$ cat src/rtl/uart_pkg.sv
// Shared definitions for the UART transmit arbiter: serializer states and line constants.
package uart_pkg;

  typedef enum logic [1:0] {
    IDLE,
    START,
    DATA,
    STOP
  } uart_state_e;

  localparam logic        UART_IDLE_LVL  = 1'b1;
  localparam int unsigned UART_DATA_BITS = 8;
  localparam logic [7:0]  ASCII_LF       = 8'h0A;

endpackage

$ cat src/rtl/uart_tx_arbiter_if.sv
// Byte-producer bundle: per-requester valid/data with a one-hot ready back from the arbiter.
interface uart_tx_arbiter_if #(
  parameter int unsigned NUM_REQ = 2
);
  logic [NUM_REQ-1:0]   req_valid;
  logic [8*NUM_REQ-1:0] req_data;
  logic [NUM_REQ-1:0]   req_ready;

  modport master (output req_valid, output req_data, input req_ready);
  modport slave  (input req_valid, input req_data, output req_ready);
endinterface

$ cat src/rtl/uart_tx_serializer.sv
// 8N1 serializer: bit-timing divider, shift register and START/DATA/STOP sequencing.
module uart_tx_serializer
  import uart_pkg::*;
#(
  parameter int unsigned CLKS_PER_BIT = 16
) (
  input  logic       clk,
  input  logic       rst,
  input  logic       load,
  input  logic [7:0] load_data,
  output logic       busy,
  output logic       sout
);

  localparam int unsigned DW       = (CLKS_PER_BIT > 1) ? $clog2(CLKS_PER_BIT) : 1;
  localparam logic [DW-1:0] DIV_LAST = DW'(CLKS_PER_BIT - 1);
  localparam logic [2:0]    BIT_LAST = 3'(UART_DATA_BITS - 1);

  uart_state_e   state, state_d;
  logic [DW-1:0] div, div_d;
  logic [2:0]    bit_idx, bit_idx_d;
  logic [7:0]    shreg, shreg_d;
  logic          sout_d;
  logic          div_last;

  always_ff @(posedge clk) begin
    if (rst) begin
      state   <= IDLE;
      div     <= '0;
      bit_idx <= '0;
      shreg   <= '0;
      sout    <= UART_IDLE_LVL;
    end else begin
      state   <= state_d;
      div     <= div_d;
      bit_idx <= bit_idx_d;
      shreg   <= shreg_d;
      sout    <= sout_d;
    end
  end

  assign busy     = (state != IDLE);
  assign div_last = (div == DIV_LAST);

  // Line level is computed for the next state so the pin itself is a flop.
  always_comb begin
    state_d   = state;
    div_d     = div;
    bit_idx_d = bit_idx;
    shreg_d   = shreg;
    sout_d    = sout;
    case (state)
      IDLE: begin
        sout_d = UART_IDLE_LVL;
        if (load) begin
          state_d = START;
          div_d   = '0;
          shreg_d = load_data;
          sout_d  = 1'b0;
        end
      end
      START: begin
        if (div_last) begin
          state_d   = DATA;
          div_d     = '0;
          bit_idx_d = '0;
          sout_d    = shreg[0];
        end else begin
          div_d = div + 1'b1;
        end
      end
      DATA: begin
        if (div_last) begin
          div_d = '0;
          if (bit_idx == BIT_LAST) begin
            state_d = STOP;
            sout_d  = UART_IDLE_LVL;
          end else begin
            bit_idx_d = bit_idx + 1'b1;
            shreg_d   = {1'b0, shreg[7:1]};
            sout_d    = shreg[1];
          end
        end else begin
          div_d = div + 1'b1;
        end
      end
      STOP: begin
        if (div_last) begin
          state_d = IDLE;
          div_d   = '0;
        end else begin
          div_d = div + 1'b1;
        end
      end
      default: state_d = IDLE;
    endcase
  end

endmodule

$ cat src/rtl/uart_tx_arbiter.sv
// Round-robin arbiter sharing one 8N1 TX line among NUM_REQ byte producers.
// Optional per-requester line lock is built when UART_TX_LOCK_EN is defined.
module uart_tx_arbiter
  import uart_pkg::*;
#(
  parameter int unsigned NUM_REQ        = 2,
  parameter int unsigned CLKS_PER_BIT   = 16,
  parameter int unsigned LOCK_IDLE_BITS = 64,
  localparam int unsigned GW            = (NUM_REQ > 1) ? $clog2(NUM_REQ) : 1
) (
  input  logic                clk,
  input  logic                rst,
  uart_tx_arbiter_if.slave    req,
  output logic                uart_sout,
  output logic                busy,
  output logic [GW-1:0]       grant_id
);

  logic [GW-1:0] ptr, win, cand;
  logic          found;
  logic [7:0]    sel_data;

`ifdef UART_TX_LOCK_EN
  localparam int unsigned LOCK_CYCLES = LOCK_IDLE_BITS * CLKS_PER_BIT;
  localparam int unsigned LW          = $clog2(LOCK_CYCLES + 1);
  localparam logic [LW-1:0] IDLE_LAST = LW'(LOCK_CYCLES - 1);

  logic          lock_active;
  logic [LW-1:0] idle_cnt;
`endif

  always_comb begin
    win   = '0;
    cand  = '0;
    found = 1'b0;
    for (int unsigned i = 1; i <= NUM_REQ; i++) begin
      cand = GW'((32'(ptr) + i) % NUM_REQ);
      if (!found && req.req_valid[cand]) begin
        found = 1'b1;
        win   = cand;
      end
    end
`ifdef UART_TX_LOCK_EN
    if (lock_active) begin
      win   = grant_id;
      found = req.req_valid[grant_id];
    end
`endif
    if (busy) found = 1'b0;
  end

  assign req.req_ready = found ? (NUM_REQ'(1) << win) : '0;
  assign sel_data      = req.req_data[8*win +: 8];

  always_ff @(posedge clk) begin
    if (rst) begin
      ptr      <= GW'(NUM_REQ - 1);
      grant_id <= '0;
    end else if (found) begin
      ptr      <= win;
      grant_id <= win;
    end
  end

`ifdef UART_TX_LOCK_EN
  // An LF frame would release at its STOP bit; nothing is granted mid-frame,
  // so clearing the lock at acceptance of the LF is equivalent.
  always_ff @(posedge clk) begin
    if (rst) begin
      lock_active <= 1'b0;
      idle_cnt    <= '0;
    end else if (found) begin
      lock_active <= (sel_data != ASCII_LF);
      idle_cnt    <= '0;
    end else if (lock_active && !busy && !req.req_valid[grant_id]) begin
      if (idle_cnt == IDLE_LAST) begin
        lock_active <= 1'b0;
        idle_cnt    <= '0;
      end else begin
        idle_cnt <= idle_cnt + 1'b1;
      end
    end else begin
      idle_cnt <= '0;
    end
  end
`endif

  uart_tx_serializer #(
    .CLKS_PER_BIT(CLKS_PER_BIT)
  ) u_ser (
    .clk      (clk),
    .rst      (rst),
    .load     (found),
    .load_data(sel_data),
    .busy     (busy),
    .sout     (uart_sout)
  );

endmodule

$ cat src/flat_wrapper.sv
// flat-port wrapper written by rule: the top's interface ports become plain ports
module uart_tx_arbiter_flat import uart_pkg::*;
#(
  parameter int unsigned NUM_REQ        = 2,
  parameter int unsigned CLKS_PER_BIT   = 16,
  parameter int unsigned LOCK_IDLE_BITS = 64,
  localparam int unsigned GW            = (NUM_REQ > 1) ? $clog2(NUM_REQ) : 1
)
  (clk, rst, uart_sout, busy, grant_id, req_req_valid, req_req_data, req_req_ready);
  uart_tx_arbiter_if #(.NUM_REQ(NUM_REQ)) req_i ();
  input  logic clk;
  input  logic rst;
  output logic uart_sout;
  output logic busy;
  output logic [GW-1:0] grant_id;
  input wire logic [$bits(req_i.req_valid)-1:0] req_req_valid;
  input wire logic [$bits(req_i.req_data)-1:0] req_req_data;
  output wire logic [$bits(req_i.req_ready)-1:0] req_req_ready;
  assign req_i.req_valid = req_req_valid;
  assign req_i.req_data = req_req_data;
  assign req_req_ready = req_i.req_ready;
  uart_tx_arbiter #(.NUM_REQ(NUM_REQ), .CLKS_PER_BIT(CLKS_PER_BIT), .LOCK_IDLE_BITS(LOCK_IDLE_BITS)) u_core (.clk(clk), .rst(rst), .req(req_i), .uart_sout(uart_sout), .busy(busy), .grant_id(grant_id));
endmodule
$ cat config.mk
export PLATFORM = sky130hd
export DESIGN_NAME = uart_tx_arbiter_flat
export DESIGN_NICKNAME = d
export VERILOG_FILES = /design/src/rtl/uart_pkg.sv /design/src/rtl/uart_tx_arbiter_if.sv /design/src/rtl/uart_tx_serializer.sv /design/src/rtl/uart_tx_arbiter.sv /design/src/flat_wrapper.sv
export SDC_FILE = /design/constraint.sdc
export NUM_CORES = 1
export LEC_CHECK = 0
export BUFFER_PORTS_ARGS = -buffer_cell sky130_fd_sc_hd__buf_2
export CAP_MARGIN = 20
export CORE_MARGIN = 10
export CORE_UTILIZATION = 53
export CTS_CLUSTER_SIZE = 14
export DETAILED_ROUTE_END_ITERATION = 10
export GPL_TIMING_DRIVEN = 0
export PLACE_DENSITY = 0.83
export SETUP_SLACK_MARGIN = 0.3
export SLEW_MARGIN = 15
export SYNTH_ARGS = -nofsm -noshare
export SYNTH_HDL_FRONTEND = slang
export SYNTH_SLANG_ARGS = --single-unit
$ cat constraint.sdc
create_clock -name clk -period 2.25 [get_ports clk]
set_input_delay 0.45 -clock clk [delete_from_list [all_inputs] [get_ports clk]]
set_output_delay 0.45 -clock clk [all_outputs]
set_load 0.1 [all_outputs]
Yosys cells after proc, flatten, opt, wreduce, memory -nomap -nowiden
Cells that the tools add are included.
Word-level totals
  flip-flop bits (word level): 20
  input bits: 20
  output and inout bits: 5
  word-level logic and storage cells: 70
Cells by class
  $add $sub $neg: 4
  order comparisons: 2
  equal/unequal tests: 11
  shifts and indexed selects: 2
  muxes and demuxes: 32
  reduce and logical (&&, ||, !) cells: 12
Operators by type and width (number)
  $mux W8: 3
  $pmux W8 S2: 1
  $shiftx A16 B5 Y8: 1
  $mux W1: 13
  $mux W2: 6
  $ne A2 B2 Y1 const B: 5
  $mux W3: 3
  $mux W4: 2
  $pmux W2 S4: 1
  $pmux W4 S2: 1
  $reduce_and A4 Y1: 2
  $pmux W3 S2: 1
  $reduce_bool A2 Y1: 3
  $reduce_and A5 Y1: 1
  $add A4 B1 Y4 const B: 1
  $eq A2 B2 Y1 const B: 2
  $eq A4 B4 Y1 const B: 1
  $lt A1 B2 Y1 const B: 2
  $add A3 B1 Y3 const B: 1
  $eq A3 B3 Y1 const B: 1
  $pmux W1 S3: 1
  $reduce_and A3 Y1: 1
  $reduce_bool A3 Y1: 1
  $reduce_or A3 Y1: 1
  other kinds (7): 8

Logic depth before layout (Yosys ltp)
Gate-level depths: netlist of the first run.
  depth after elaboration: 10
  depth in mapped cells: 7
  mapped depth without buffers: 6

Modules after synthesis
From an unflattened synthesis of the first run, not the netlist that was laid out.
Unflattened totals
  cells, all modules: 131
  area total of the unflattened synthesis: 1208.7 um^2
By module, submodules not included
  uart_tx_serializer: times used 1, cells each 109, area each 998.5 um^2, seq. area each 360.3 um^2
  uart_tx_arbiter: times used 1, cells each 22, area each 210.2 um^2, seq. area each 40.0 um^2

Least setup slack after synthesis of the first run
Ideal clock, no wire load.
  path type: register -> output
  start: register u_core.u_ser.state[0]
  end: output port req_req_ready[0]
  data arrival time: 2.358 ns
  data required time: 1.800 ns
  slack: -0.558 ns
  stages on the path, launching flop included: 6
  path buffers: 1
  cells stage by stage: dfxtp_1 > inv_1 > ha_1 > buf_2 > nand2_1 > a21oi_1
Between the ends
  cells in the longest elaborated chain, start to end: 3
Ends and longest elaborated chain
  start: declaration: RTL line uart_tx_serializer.sv:19  | uart_state_e state, state_d;
  start signal: assignment: RTL line uart_tx_serializer.sv:34  | state <= state_d;
  $reduce_bool A2 Y1: RTL line uart_tx_serializer.sv:42  | assign busy = (state != IDLE);
  $mux W1: RTL line uart_tx_arbiter.sv:49  | if (busy) found = 1'b0;
  $mux W2: RTL line uart_tx_arbiter.sv:52  | assign req.req_ready = found ? (NUM_REQ'(1) << win) : '0;
  end: declaration: RTL line flat_wrapper.sv:18  | output wire logic [$bits(req_i.req_ready)-1:0] req_req_ready;
Every way passes these cells.

Final worst setup path of the first run
  start: register u_core.u_ser.state[1]
  end: output port busy
Between the ends
  cells in the longest elaborated chain, start to end: 1
Ends and longest elaborated chain
  $reduce_bool A2 Y1: RTL line uart_tx_serializer.sv:42
  end: declaration: RTL line flat_wrapper.sv:14  | output logic busy;
Every way passes these cells.

==> impl_metrics.toml, run 1 <==
[logic_synthesis]
yosysWarnings = 0
ys_seq_area_share_pct = 33.9
ys.flop_type = "dfxtp_1"
synth_area_per_cell_um2 = 8.68
ys_types = 34
yosysTopAreaCell = "dfxtp_1"
syn-num-nets = 165
ys_ff_latch = 20
ys_top_cells_by_area = "dfxtp_1 (34%), mux2i_1 (10%), ha_1 (9.5%)"
syn_inst = 136
synthArstFlopShare_pct = 0
syn_area_um2 = 1180
yosysTopAreaCellShare_pct = 33.9
synth_edf_count = 0

[setup_path]
rr_endpoint = "u_core.u_ser.shreg[6]"
path_cells = "inv_4 > ha_4 > buf_6 > buf_4 > inv_1 > buf_12"
crit_required_ns = 1.80
worst_path_largest_cell_delay_ns = 0.40
ff2ff_setup_slack_ns = 0.38
cp-start-kind = "flop"
crit_path_end_kind = "primary output"
arrival_ns = 1.46
r2r_cells = 8
critPathKind = "reg2out"
cp_slowest_cell = "dfxtp_4"
cp_max_fo = 5
r2r-start = "u_core.u_ser.state[0]"

[placed_design]
io_buffers = 23
hpwl_um = 2120
placed_area_um2 = 1340
dp_cells = 187
pre_cts_ws_ns = 0.184
globalplace.congestion = 0.780

[global_routing]
grt_pass1_vias = 1105
grt_use_total_pct = 13.5
grt_pass1_wl_um = 4880
grt_max_degree = 12
grt_antenna_before_repair = 0
grt-ovfl-total = 0

[clocking]
cts-htree-levels = 1
cts_tree = "yes"
clkTransAtPathRegs_ns = 0.11
clock_latency_ns = 0.31
clock_path_buffers = 2
hold_buffers = 0
clockRootBuffer = "clkbuf_4"
clock_sinks = 20
cts_buffers = 3

[floorplan]
core_area_um2 = 2170
fp.dieH_um = 67.2
initial_core_util_pct = 54.4
die_x_um = 67.2
io_pins = 25
die_area_um2 = 4510
rows = 17

[routing]
num_vias = 1108
drt-initial-drc-count = 81
vias_per_cell = 5.65
drt_wl_total_um = 3040
drc = 0
dr.pass1.iters = 4
wl_per_cell_um = 15.5
drtAntennaViolNets = 0

[layout]
fin_util_pct = 69.1
nFillCells = 180
area_delta_synth_final_pct = 27.1
num_antenna_cells = 0
final_area_um2 = 1500
nets = 198
drive_gt1_share_pct = 28.6
final_cell_mix = "buf_2 (22), nor2_1 (21), dfxtp_1 (18), nand2_1 (13), mux2i_1 (12)"
mostFrequentLayoutCell = "buf_2"
finalNonFillerCells = 196

[power]
irDropWorstVdd_mv = 0.944
power_density_nw_per_um2 = 1510
p_leak_nw = 0.694

[flow_run]
maxCapViolCount = 0

[hold_path]
worstHoldStart = "req_req_data[5]"
hold_end = "u_core.u_ser.shreg[5]"
holdPathStages = 4
min_path_type = "in2reg"

[timing]
period_needed_ns = 1.91
fmax_mhz = 524
relSlewSlack_pct = 64.7
grt_setup_unrepaired = "no"
hold_viol_final = 0
fin_tns_setup_ns = 0
setup_violations = 0
skew_ns = 0.00738
setup_slack_ns = 0.342
worst_pin_slew_ns = 0.530
slew_viol_final = 0
fin_crit_sh_pct = 84.8

[run_status]
outcome = "finished clean"
[metal layers]
layer | track usage (%) | routed length (um) | part of all wire [%]
met5 | 0 | 0 | 0
met2 | 23.0 | 1570 | 52
met1 | 16.0 | 1250 | 41
met4 | 3.59 | 13 | 0.43
met3 | 4.30 | 208 | 6.8
[worst max path at each step]
stage                           from               end  slack, ns  cells past startpoint
2_1_floorplan  u_core.u_ser.state[0]  req_req_ready[0]       0.33                      5
3_3_place_gp        req_req_valid[1]  req_req_ready[1]       0.23                      5
3_5_place_dp   u_core.u_ser.state[0]  req_req_ready[0]       0.18                      6
4_1_cts        u_core.u_ser.state[1]  req_req_ready[0]       0.21                      6
5_1_grt        u_core.u_ser.state[1]              busy       0.27                      6
6_report       u_core.u_ser.state[1]              busy       0.34                      6
[registers in the layout (all words and copies together) (netlist names)]
register              flops
u_core.u_ser.div          4
u_core.u_ser.sout         1
u_core.grant_id           1
u_core.u_ser.shreg        8
u_core.u_ser.bit_idx      3
u_core.ptr                1
u_core.u_ser.state        2
[area by class of cell]
| class | count | area [um^2] | area share [%] |
|---|---|---|---|
| multi-input combinational | 102 | 733 | 48.9 |
| buffer | 7 | 55.1 | 3.67 |
| tap | 28 | 35.0 | 2.34 |
| timing repair buffer | 28 | 206 | 13.8 |
| inverter | 7 | 28.8 | 1.92 |
| sequential | 20 | 405 | 27.0 |
| clock buffer | 4 | 36.3 | 2.42 |
[cells in the mapped netlist (all sizes together), types with 2 or more instances]
cell	count
ha	9
nor3	8
a32o	6
nor2	21
a31oi	2
buf	5
nand3	3
dfxtp	20
mux2i	12
and2	3
o21ai	4
clkbuf	2
nand2	13
a21oi	4
nor2b	2
inv	6
[worst max-delay path: cells and delay by family (launching register included)]
kind | cells | cell delay (ns)
DFF | 1 | 0.40
adders and majority gates | 1 | 0.17
buffers and inverters | 5 | 0.58
[cells by family (layout without fill, tap and decap cells)]
kind of cell / Yosys count / count (layout) / share of synthesized area [%]
simple gates: 55 / 55 / 21.3
compound gates: 26 / 26 / 19.0
flops: 20 / 20 / 33.9
buf+inv: 14 / 46 / 6.04
mux: 12 / 12 / 10.2
fa+ha+maj: 9 / 9 / 9.54
[where the power goes]
group	leakage (nW)	internal (mW)	total [mW]	switching (mW)
combinational	0.508	0.650	1.49	0.844
clock	0.0210	0.0988	0.213	0.114
sequential	0.165	0.474	0.559	0.0852
[timing repair]
item	in CTS	in global routing
gates resized for setup	11	10
pin swaps	0	2
buffers inserted	0	4
endpoints found under the setup margin	3	6
cloned	0	1
[metrics by stage]
stage,hold WS (ns),power [mW]
after floorplan,0.432,1.50
after global placement,0.447,1.67
after detailed placement,0.457,1.72
after CTS,0.457,2.02
after global routing,0.475,2.43
final,0.464,2.27
Power figures use the tool's default switching activity.
==> inputs of run 2 (changes only) <==
==> constraint.sdc (replaced) <==
create_clock -name clk -period 2 [get_ports clk]
set_input_delay 0.4 -clock clk [delete_from_list [all_inputs] [get_ports clk]]
set_output_delay 0.4 -clock clk [all_outputs]
set_load 0.1 [all_outputs]
==> impl_metrics.toml, run 2 (synthesis results as in run 1) <==
[run_status]
outcome = "finished clean"

[setup_path]
crit_path_end_kind = "primary output"
r2r_cells = 7
cp_slowest_cell = "dfxtp_2"
worst_path_largest_cell_delay_ns = 0.36
arrival_ns = 1.38
cp_num_buf_inv = 3
r2r-start = "u_core.u_ser.state[0]"
rr_endpoint = "u_core.u_ser.shreg[6]"
path_delay_family = "buffers and inverters"
critPathKind = "reg2out"
cp_num_cells = 6
cp_max_fo = 5
cp-start-kind = "flop"
path_cells = "inv_4 > ha_4 > buf_6 > nand2_4 > a21oi_4 > buf_12"
ff2ff_setup_slack_ns = 0.29
crit_required_ns = 1.60

[floorplan]
io_pins = 25
initial_core_util_pct = 54.4
die_x_um = 67.2
die_area_um2 = 4510
rows = 17
core_area_um2 = 2170
fp.dieH_um = 67.2

[global_routing]
grt_use_total_pct = 16.2
grt-ovfl-total = 0
grt_antenna_before_repair = 0
grt_pass1_vias = 1309
grt_pass1_wl_um = 5800
grt_max_degree = 11

[clocking]
clock_sinks = 20
hold_buffers = 0
cts_tree = "yes"
clock_path_buffers = 2
cts_buffers = 3
clock_latency_ns = 0.32
clkTransAtPathRegs_ns = 0.11
clockRootBuffer = "clkbuf_4"
cts-htree-levels = 1

[routing]
drt-initial-drc-count = 77
drtAntennaViolNets = 0
wl_per_cell_um = 18.7
num_vias = 1244
vias_per_cell = 6.04
drc = 0
dr.pass1.iters = 4
drt_wl_total_um = 3850

[timing]
setup_slack_ns = 0.220
period_needed_ns = 1.78
hold_viol_final = 0
slew_viol_final = 0
fin_tns_setup_ns = 0
fin_crit_sh_pct = 89.0
whs_ns = 0.421
relSlewSlack_pct = 64.3
grt_setup_unrepaired = "yes"
skew_ns = 0.00309
worst_pin_slew_ns = 0.535
fmax_mhz = 562
setup_violations = 0

[hold_path]
min_path_type = "in2reg"
hold_end = "u_core.u_ser.shreg[4]"
holdPathStages = 4
worstHoldStart = "req_req_data[12]"

[layout]
num_antenna_cells = 0
largest_registers = "u_core.u_ser.shreg (8), u_core.u_ser.div (4), u_core.u_ser.bit_idx (3)"
area_delta_synth_final_pct = 42.9
nFillCells = 139
nets = 209
regMostFlops = "u_core.u_ser.shreg"
largest_reg_flops = 8
fin_util_pct = 77.7
drive_gt1_share_pct = 42.7
final_cell_mix = "nor2_1 (21), buf_2 (21), buf_4 (15), dfxtp_1 (15), mux2i_1 (12)"

[placed_design]
globalplace.congestion = 0.763
hpwl_um = 2230
io_buffers = 23
pre_cts_ws_ns = 0.0223

[power]
pwr-share-seq_pct = 22.2
power.share.combinational_pct = 70.8
sw_frac_of_total_pct = 46.5
p_leak_nw = 0.749
power_density_nw_per_um2 = 1700
irDropWorstVdd_mv = 1.26
p_clk_share_pct = 7.0
switchingPower_mw = 1.33
internal_power_mw = 1.53

[flow_run]
maxCapViolCount = 0
run 2: changes by cell type in the layout (fill, tap and decap cells not counted), sizes merged:
cell,before,now
buf,32,43
clkbuf,7,6
run 2: worst max-delay path by stage:
| stage | from | endpoint | slack (ns) |
|---|---|---|---|
| global placement | req_req_valid[1] | req_req_ready[1] | 0.08 |
| finish | u_core.u_ser.state[0] | req_req_ready[0] | 0.22 |
| global route | u_core.u_ser.state[0] | req_req_ready[0] | 0.18 |
| floorplan | u_core.u_ser.state[1] | req_req_ready[0] | 0.17 |
| CTS | u_core.u_ser.state[1] | req_req_ready[0] | 0.23 |
| detailed placement | req_req_valid[1] | req_req_ready[1] | 0.02 |
run 2: final cells by class:
type                    instances  area (um^2)  share of cell area (%)
well taps                      28         35.0                    2.08
plain buffers                   7         61.3                    3.64
repair buffers                 39          302                    17.9
clock buffers                   3         22.5                    1.34
inverters                       7         31.3                    1.85
multi-input cells             102          826                    49.0
flip-flops and latches         20          409                    24.3
run 2: stage by stage:
step	instances	power (mW)	area (um^2)
detailed placement	187	1.95	1350
CTS	204	2.66	1610
global placement	187	1.88	1350
global route	206	3.03	1690
finish	206	2.87	1690
floorplan	136	1.69	1190
run 2: power groups by stage:
| stage | combinational (mW) | clock [mW] | sequential, mW |
|---|---|---|---|
| 6_report | 2.03 | 0.202 | 0.636 |
| 5_1_grt | 2.16 | 0.220 | 0.644 |
| 4_1_cts | 1.85 | 0.202 | 0.612 |
| 3_5_place_dp | 1.33 | 0 | 0.618 |
| 3_3_place_gp | 1.27 | 0 | 0.609 |
| 2_1_floorplan | 1.01 | 0 | 0.684 |
run 2: layer usage:
layer | part of all wire, % | wire length (um) | global-route usage [%] | vias up
met3 | 7.1 | 275 | 5.12 | 19
met4 | 4.6 | 178 | 6.15 | 0
met2 | 53 | 2050 | 30.9 | 68
met5 | 0 | 0 | 0 | -
li1 | - | - | - | 573
met1 | 35 | 1350 | 15.7 | 584
run 2: worst register-to-register path: stages (launching register included):
cell       delay, ns
dfxtp_2         0.36
inv_4           0.07
ha_4            0.16
or3b_4          0.41
o2111ai_4       0.20
buf_8           0.17
nor3_2          0.04
a32o_1          0.21
run 2: timing repair:
action | in CTS | in global routing
gates resized for setup | 36 | 16
pin swaps | 3 | 8
setup endpoints to repair | 13 | 14
buffers inserted | 13 | 2
cloned | 1 | 0
==> inputs of run 3 (changes only) <==
--- a/config.mk
+++ b/config.mk
@@ -5,10 +5,11 @@
 export SDC_FILE = /design/constraint.sdc
 export NUM_CORES = 1
 export LEC_CHECK = 0
+export ABC_AREA = 1
 export BUFFER_PORTS_ARGS = -buffer_cell sky130_fd_sc_hd__buf_2
 export CAP_MARGIN = 20
 export CORE_MARGIN = 10
-export CORE_UTILIZATION = 53
+export CORE_UTILIZATION = 54
 export CTS_CLUSTER_SIZE = 14
 export DETAILED_ROUTE_END_ITERATION = 10
 export GPL_TIMING_DRIVEN = 0
==> impl_metrics.toml, run 3 <==
[layout]
area_delta_synth_final_pct = 27.6
mostFrequentLayoutCell = "nand2_1"
finalNonFillerCells = 262
largest_reg_flops = 8
final_cell_mix = "nand2_1 (57), nor2_1 (27), inv_1 (25), buf_2 (22), dfxtp_1 (18)"
largest_registers = "u_core.u_ser.shreg (8), u_core.u_ser.div (4), u_core.u_ser.bit_idx (3)"
regMostFlops = "u_core.u_ser.shreg"
num_antenna_cells = 0
fin_util_pct = 73.5
nFillCells = 188
final_area_um2 = 1660
nets = 264
drive_gt1_share_pct = 22.6

[routing]
wl_met3_um = 212
drc = 0
vias_per_cell = 5.00
dr.pass1.iters = 5
wl_per_cell_um = 12.2
top_layer = "met4"
drt-met1-wl_um = 1440
route.met2.wl_um = 1510
drt_wl_total_um = 3210
drtAntennaViolNets = 0
drt-initial-drc-count = 75
num_vias = 1309

[clocking]
cts_buffers = 3
hold_buffers = 0
clock_latency_ns = 0.30
cts_tree = "yes"
clock_sinks = 20
clkTransAtPathRegs_ns = 0.13
clockRootBuffer = "clkbuf_4"
cts-htree-levels = 1
clock_path_buffers = 2

[logic_synthesis]
syn_area_um2 = 1300
synth.top_cells.by_count = "nand2_1 (57), inv_1 (28), nor2_1 (28)"
yosysWarnings = 0
synth_edf_count = 0
syn_inst = 201
synthArstFlopShare_pct = 0
syn-num-nets = 230
yosysTopAreaCell = "dfxtp_1"
yosysTopAreaCellShare_pct = 30.8
ys_types = 19
yosysMostFrequentCell = "nand2_1"
ys.flop_type = "dfxtp_1"
ys_top_cells_by_area = "dfxtp_1 (31%), nand2_1 (16%), ha_1 (8.7%)"
ys_seq_area_share_pct = 30.8
ys_ff_latch = 20
synth_area_per_cell_um2 = 6.46

[power]
irDropWorstVdd_mv = 1.36
power_density_nw_per_um2 = 1590
p_leak_nw = 0.846

[floorplan]
die_x_um = 69.0
rows = 17
io_pins = 25
die_area_um2 = 4770
fp.dieH_um = 69.0
initial_core_util_pct = 57.6
core_area_um2 = 2250

[setup_path]
cp-start-kind = "flop"
arrival_ns = 1.38
path_delay_family = "flip-flops"
critPathKind = "reg2out"
cp_max_fo = 4
path_cells = "inv_4 > ha_4 > o21ai_2 > a21oi_4 > buf_12"
cp_num_buf_inv = 2
cp_slowest_cell = "dfxtp_4"
crit_required_ns = 1.60
worst_path_largest_cell_delay_ns = 0.38
crit_path_end_kind = "primary output"
ff2ff_setup_slack_ns = 0.35

[timing]
hold_viol_final = 0
fin_tns_setup_ns = 0
whs_ns = 0.357
setup_violations = 0
grt_setup_unrepaired = "yes"
slew_viol_final = 0
period_needed_ns = 1.78
relSlewSlack_pct = 67.7
skew_ns = 0.00101
fmax_mhz = 562
fin_crit_sh_pct = 88.9
worst_pin_slew_ns = 0.488

[placed_design]
hpwl_um = 2310
io_buffers = 24
globalplace.congestion = 0.800
dp_cells = 253
placed_area_um2 = 1490

[global_routing]
grt_pass1_wl_um = 5610
grt-ovfl-total = 0
grt_use_total_pct = 13.2
grt_pass1_vias = 1239
grt_max_degree = 13
grt_antenna_before_repair = 0

[flow_run]
maxCapViolCount = 0

[run_status]
outcome = "finished clean"

[hold_path]
min_path_type = "in2reg"
run 3: layout make-up:
type	instances	area (um^2)	share of cell area [%]
multi-input cells	148	806	48.6
well taps	28	35.0	2.11
repair buffers	29	206	12.5
flip-flops and latches	20	408	24.6
clock buffers	3	22.5	1.36
plain buffers	5	36.3	2.19
inverters	28	114	6.87
clock inverters	1	30.0	1.81
run 3: cells by family (layout without fill, tap and decap cells):
kind of cell	count (synthesis)	count (layout)	share of synthesized area [%]
AOI/OAI and AO/OA	22	22	8.67
and+or+nand+nor	116	116	40.6
adders and majority gates	9	9	8.67
xor gates and xnor gates	1	1	0.674
buffers and inverters	33	66	10.6
DFF	20	20	30.8
run 3: final timing paths:
check | cells past startpoint | end | start
worst min-delay path | 2 | u_core.u_ser.div[1] | rst
worst min register to register | 2 | u_core.grant_id | u_core.grant_id
worst max-delay path | 5 | req_req_ready[0] | u_core.u_ser.state[0]
worst max register to register | 9 | u_core.u_ser.shreg[6] | u_core.u_ser.state[0]
run 3: timing repair:
item | CTS | global route
setup buffers | 4 | 1
setup endpoints to repair | 3 | 12
pin swaps | 2 | 2
cloned | 0 | 0
resized for setup | 15 | 11
run 3: metrics by stage:
stage	power [mW]	setup slack [ns]
floorplan	1.78	-0.121
global placement	2.01	0.0891
detailed placement	2.03	0.0946
CTS	2.54	0.192
global route	2.85	0.167
finish	2.63	0.221
run 3: layer usage:
metal	up-vias	GRT usage [%]
met5	-	0
met4	0	3.55
met3	4	3.99
met2	30	22.2
met1	577	15.8
li1	698	-
run 3: report_power, final:
| part | switching [mW] | internal (mW) |
|---|---|---|
| logic | 1.04 | 0.622 |
| registers | 0.0819 | 0.540 |
| clock network | 0.139 | 0.202 |
